### src/rtl/ed25519_pkg.sv
// Shared constants, state encoding and job bundle
// for the ed25519 point-multiplication datapath.
package ed25519_pkg;

  localparam int DW     = 64;
  localparam int FW     = 256;
  localparam int NFIELD = 3;
  localparam int JW     = NFIELD * FW;
  localparam int NBEAT  = JW / DW;
  localparam int FBEAT  = FW / DW;

  localparam logic [1:0] FLD_M = 2'd0;
  localparam logic [1:0] FLD_X = 2'd1;
  localparam logic [1:0] FLD_Y = 2'd2;

  typedef enum logic {
    S_LOAD,
    S_HOLD
  } ld_state_t;

  typedef struct packed {
    logic [FW-1:0] m;
    logic [FW-1:0] x;
    logic [FW-1:0] y;
    logic          m_zero;
    logic          x_zero;
    logic          y_zero;
  } job_t;

endpackage

### src/rtl/ed25519_beat_cnt.sv
// Beat counter with field-index decode; wraps after
// N accepted beats. Shared by loader and serialiser.
module ed25519_beat_cnt #(
  parameter int N   = 12,
  parameter int PER = 4,
  parameter int CW  = $clog2(N),
  parameter int IW  = (N / PER > 1) ? $clog2(N / PER) : 1
) (
  input  logic          clk,
  input  logic          rst,
  input  logic          inc,
  output logic [IW-1:0] idx,
  output logic          last
);

  logic [CW-1:0] cnt;

  assign last = (cnt == CW'(N - 1));
  assign idx  = IW'(cnt / CW'(PER));

  // advance on each accepted beat, wrap on the last one
  always_ff @(posedge clk or posedge rst) begin
    if (rst) begin
      cnt <= '0;
    end else if (inc) begin
      cnt <= last ? '0 : cnt + 1'b1;
    end
  end

endmodule

### src/rtl/ed25519_in_loader.sv
// Host-stream deserialiser: packs 12 beats into one
// {M,X,Y} job and flags all-zero fields on the fly.
module ed25519_in_loader
  import ed25519_pkg::*;
(
  input  logic          i_clk,
  input  logic          i_rst,
  input  logic          i_in_valid,
  output logic          o_in_ready,
  input  logic [DW-1:0] i_in_data,
  output logic          o_job_valid,
  input  logic          i_job_ready,
  output logic [FW-1:0] o_job_m,
  output logic [FW-1:0] o_job_x,
  output logic [FW-1:0] o_job_y,
  output logic          o_m_zero,
  output logic          o_x_zero,
  output logic          o_y_zero,
  output logic          o_zero_result
);

  ld_state_t         state;
  logic [JW-1:0]     shreg;
  logic [NFIELD-1:0] acc;
  logic [NFIELD-1:0] acc_nxt;
  logic [NFIELD-1:0] zflag;
  logic [1:0]        fld;
  logic              last;
  logic              accept;
  logic              beat_zero;
  job_t              job;

  assign accept    = i_in_valid & o_in_ready;
  assign beat_zero = (i_in_data == '0);

  ed25519_beat_cnt #(
    .N   (NBEAT),
    .PER (FBEAT)
  ) u_cnt (
    .clk  (i_clk),
    .rst  (i_rst),
    .inc  (accept),
    .idx  (fld),
    .last (last)
  );

  // fold the current beat into its field's zero flag
  always_comb begin
    acc_nxt = acc;
    for (int f = 0; f < NFIELD; f++) begin
      if (fld == 2'(f)) begin
        acc_nxt[f] = acc[f] & beat_zero;
      end
    end
  end

  // zero accumulators, re-armed once a job completes
  always_ff @(posedge i_clk or posedge i_rst) begin
    if (i_rst) begin
      acc <= '1;
    end else if (accept) begin
      acc <= last ? '1 : acc_nxt;
    end
  end

  // MSB-first shift; the held job is the register itself
  always_ff @(posedge i_clk or posedge i_rst) begin
    if (i_rst) begin
      shreg <= '0;
    end else if (accept) begin
      shreg <= {shreg[JW-DW-1:0], i_in_data};
    end
  end

  // load/hold handshake FSM with registered flags
  always_ff @(posedge i_clk or posedge i_rst) begin
    if (i_rst) begin
      state         <= S_LOAD;
      o_in_ready    <= 1'b0;
      o_job_valid   <= 1'b0;
      zflag         <= '0;
      o_zero_result <= 1'b0;
    end else begin
      unique case (state)
        S_LOAD: begin
          o_in_ready <= 1'b1;
          if (accept && last) begin
            state         <= S_HOLD;
            o_in_ready    <= 1'b0;
            o_job_valid   <= 1'b1;
            zflag         <= acc_nxt;
            o_zero_result <= |acc_nxt;
          end
        end
        S_HOLD: begin
          if (i_job_ready) begin
            state         <= S_LOAD;
            o_in_ready    <= 1'b1;
            o_job_valid   <= 1'b0;
            zflag         <= '0;
            o_zero_result <= 1'b0;
          end
        end
        default: state <= S_LOAD;
      endcase
    end
  end

  assign job.m      = shreg[JW-1 -: FW];
  assign job.x      = shreg[JW-FW-1 -: FW];
  assign job.y      = shreg[FW-1:0];
  assign job.m_zero = zflag[FLD_M];
  assign job.x_zero = zflag[FLD_X];
  assign job.y_zero = zflag[FLD_Y];

  assign o_job_m  = job.m;
  assign o_job_x  = job.x;
  assign o_job_y  = job.y;
  assign o_m_zero = job.m_zero;
  assign o_x_zero = job.x_zero;
  assign o_y_zero = job.y_zero;

endmodule

### config.mk
export PLATFORM = sky130hd
export DESIGN_NAME = ed25519_in_loader
export DESIGN_NICKNAME = d
export VERILOG_FILES = /design/src/rtl/ed25519_pkg.sv /design/src/rtl/ed25519_beat_cnt.sv /design/src/rtl/ed25519_in_loader.sv
export SDC_FILE = /design/constraint.sdc
export NUM_CORES = 2
export LEC_CHECK = 0
export CORE_AREA = 8 8 326 328
export DETAILED_ROUTE_END_ITERATION = 10
export DIE_AREA = 0 0 334 336
export GPL_TIMING_DRIVEN = 0
export HOLD_SLACK_MARGIN = 0.15
export PLACE_DENSITY = 0.66
export SYNTH_ARGS = -nofsm -noshare
export SYNTH_HDL_FRONTEND = slang
export SYNTH_SLANG_ARGS = --single-unit
### constraint.sdc
create_clock -name i_clk -period 24.5 [get_ports i_clk]
set_input_delay 3.675 -clock i_clk [delete_from_list [all_inputs] [get_ports i_clk]]
set_output_delay 3.675 -clock i_clk [all_outputs]
set_load 0.1 [all_outputs]
==> flow_summary.toml <==
[synthesis]
netlist_area_um2 = 29400
synth_xor_area_share_pct = 0
syn-num-nets = 3395
yosysSeqAreaShare_pct = 66.6
syn_inst = 3326
synth.area.top_cells = "dfrtp_1 66%, nand2_1 30%, buf_2 1.3%, clkbuf_1 0.93%, nor4_1 0.32%"
yosys_warnings = 0
yosysTopAreaCellShare_pct = 66.4
synth_mux_area_share_pct = 0.0341
synth.distinct_cells = 30
synth_compound_area_share_pct = 0.366
synthAdderAreaFrac_pct = 0.0426
synth_top_family_by_area = "simple AND/OR/NAND/NOR gates"
synth_seq_cells = 782
syn_area_per_cell_um2 = 8.83
synth-simple-area-share_pct = 30.4
yosysTopAreaCell = "dfrtp_1"

[route]
drtIter0Drc = 1676
ant_nets = 0
drt_pass1_iterations = 5
wl_per_cell_um = 22.9
num_vias = 25700
wl_um = 130000
via_per_inst = 4.55
drc = 0

[flow_run]
maxCapViolCount = 0

[cells_and_area]
multiInputGateArea_um2 = 9060
drive_above_1_share_pct = 5.64
syn_to_final_growth_pct = 45.8
nFillCells = 9805
register_area_um2 = 19600
final_nets = 4349

[sta]
max_freq_mhz = 160
setup_viol_count_final = 0
tns_ns = 0
slew_viol_final = 0
hold_viol = 0
rsz0062_at_grt = "no"
relSlewSlack_pct = 9.12
min_period_ns = 6.24
skew_ns = 0.0230
worstMarginPinSlew_ns = 1.36
finalCritPeriodShare_pct = 25.5
hold_ws_ns = 0.471

[setup_path]
worstPathCellList = "clkdlybuf4s50_1"
worstSetupPathType = "reg -> out"
critPathRequiredTime_ns = 20.82
worst_path_largest_cell_delay_ns = 1.24
startpoint = "shreg[290]"
critPathTopFamily = "buffers and inverters"
crit_cells = 1
crit_path_end = "o_job_x[34]"
timing.critical_path.buf_inv = 1
r2r_slack_ns = 21.63
reg2reg_depth = 5
arrival_ns = 2.57
r2r-start = "o_in_ready"
worstSetupEndpointType = "output port"
crit_fanout = 3
slowest_stage = "clkdlybuf4s50_1"
r2r-end = "shreg[2]"
start_kind = "register"

[die]
pin_count = 842
dieArea_um2 = 112000
die_w_um = 334
rows = 117
core-area_um2 = 101000
chipHeight_um = 336
start_util_pct = 29.1

[clock_tree]
cts_buffer_depth = 3
numCtsBuffers = 88
tritoncts = "done"
hold_buffers = 0
cts_sinks = 782
clockRootBuffer = "clkbuf_16"
h-tree-depth = 3
insertion_delay_ns = 0.65
postCtsSetupBuffers = 0
post_cts_resized = 0
path_clk_slew_ns = 0.06

[grt]
grt_usage_pct = 22.3
grt_max_degree = 43
grt_pass1_wl_um = 185000
antenna_found_initial = 4
grt_overflow = 0
grt_pass1_vias = 25900

[place]
portBuffers = 841
place_hpwl_um = 103000
place_congestion = 0.913

[hold_path]
hold_class = "reg -> reg"

[outcome]
status = "completed"
-- cells in the final DEF, fill, tap and decap left out, types with 2 or more instances in the layout --
master           count
buf_12              22
a211oi_1             2
nand2_1           2324
nand4_1              4
nand3_1              3
clkbuf_2             2
clkbuf_1            92
clkinvlp_4           2
clkinv_2            12
buf_2               74
a21o_1               2
clkinv_4             3
nor4_2               2
nor4_1              14
inv_6                3
o21ai_0              5
dfstp_2              3
clkinv_8             4
dfrtp_1            779
buf_1               24
clkbuf_8            17
clkdlybuf4s50_1    841
bufinv_16            7
clkbuf_16           89
-- stage by stage --
step	setup slack, ns	cells	utilization [%]	instance area, µm²
floorplan	10.10	3326	-	29400
finish	18.26	5657	42.4	42800
CTS	18.19	5656	42.4	42800
global placement	4.83	5476	39.0	39400
global route	18.18	5656	42.4	42800
detailed placement	17.75	5499	39.5	39900
-- logic make-up (layout without fill, tap and decap cells) --
logic type | count (synthesis) | after routing
other cells | 0 | 1
buf+inv | 172 | 1193
fa+ha+maj | 1 | 1
simple gates | 2354 | 2354
compound gates | 16 | 16
mux | 1 | 1
flops | 782 | 782
-- synth_stat cells (all sizes together) --
cell type / number
ha: 1
a21o: 2
buf: 98
a211oi: 2
inv: 1
dfstp: 3
nor2b: 1
and2b: 1
a22o: 1
o31ai: 1
a21oi: 2
and2: 1
nor4: 17
dfrtp: 779
nand4: 4
o22ai: 1
nand2: 2324
or2: 1
nor3: 1
clkbuf: 73
o21ai: 5
nor2: 1
o21a: 1
nand3: 3
o32ai: 1
mux2i: 1
-- worst min path at each step --
stage                           from          to  cells after the start  slack, ns
after floorplan               acc[2]      acc[2]                      2       0.47
after global placement    shreg[765]  shreg[765]                      2       0.46
after detailed placement  shreg[747]  shreg[747]                      2       0.46
after CTS                 shreg[759]  shreg[759]                      2       0.48
after global routing      shreg[766]  shreg[766]                      2       0.49
final                     shreg[759]  shreg[759]                      2       0.47
-- metal layers --
metal,up-vias,track usage (%),wire [µm]
met5,-,0,8
met4,2,10.0,6280
met3,239,5.08,8600
met2,884,38.2,63400
met1,12600,26.9,51400
li1,12000,-,-
-- cell type report --
type                    instances  share of cell area [%]
well taps                    1309                    3.82
repair buffers                864                    20.7
plain buffers                 171                    1.72
clock inverters                30                   0.923
clock buffers                 127                    5.93
flip-flops and latches        782                    45.7
diodes                          1                 0.00584
inverters                       1                  0.0175
multi-input cells            2372                    21.2
-- sequential cells by signal, indices dropped and copies added (netlist names) --
signal	count
o_in_ready	1
zflag	3
shreg	768
o_zero_result	1
acc	3
state	1
o_job_valid	1
u_cnt.cnt	4
Power is left out: the tool's default activity adds up to more than one toggle a clock period on the data nets, which glitch-free logic cannot reach.
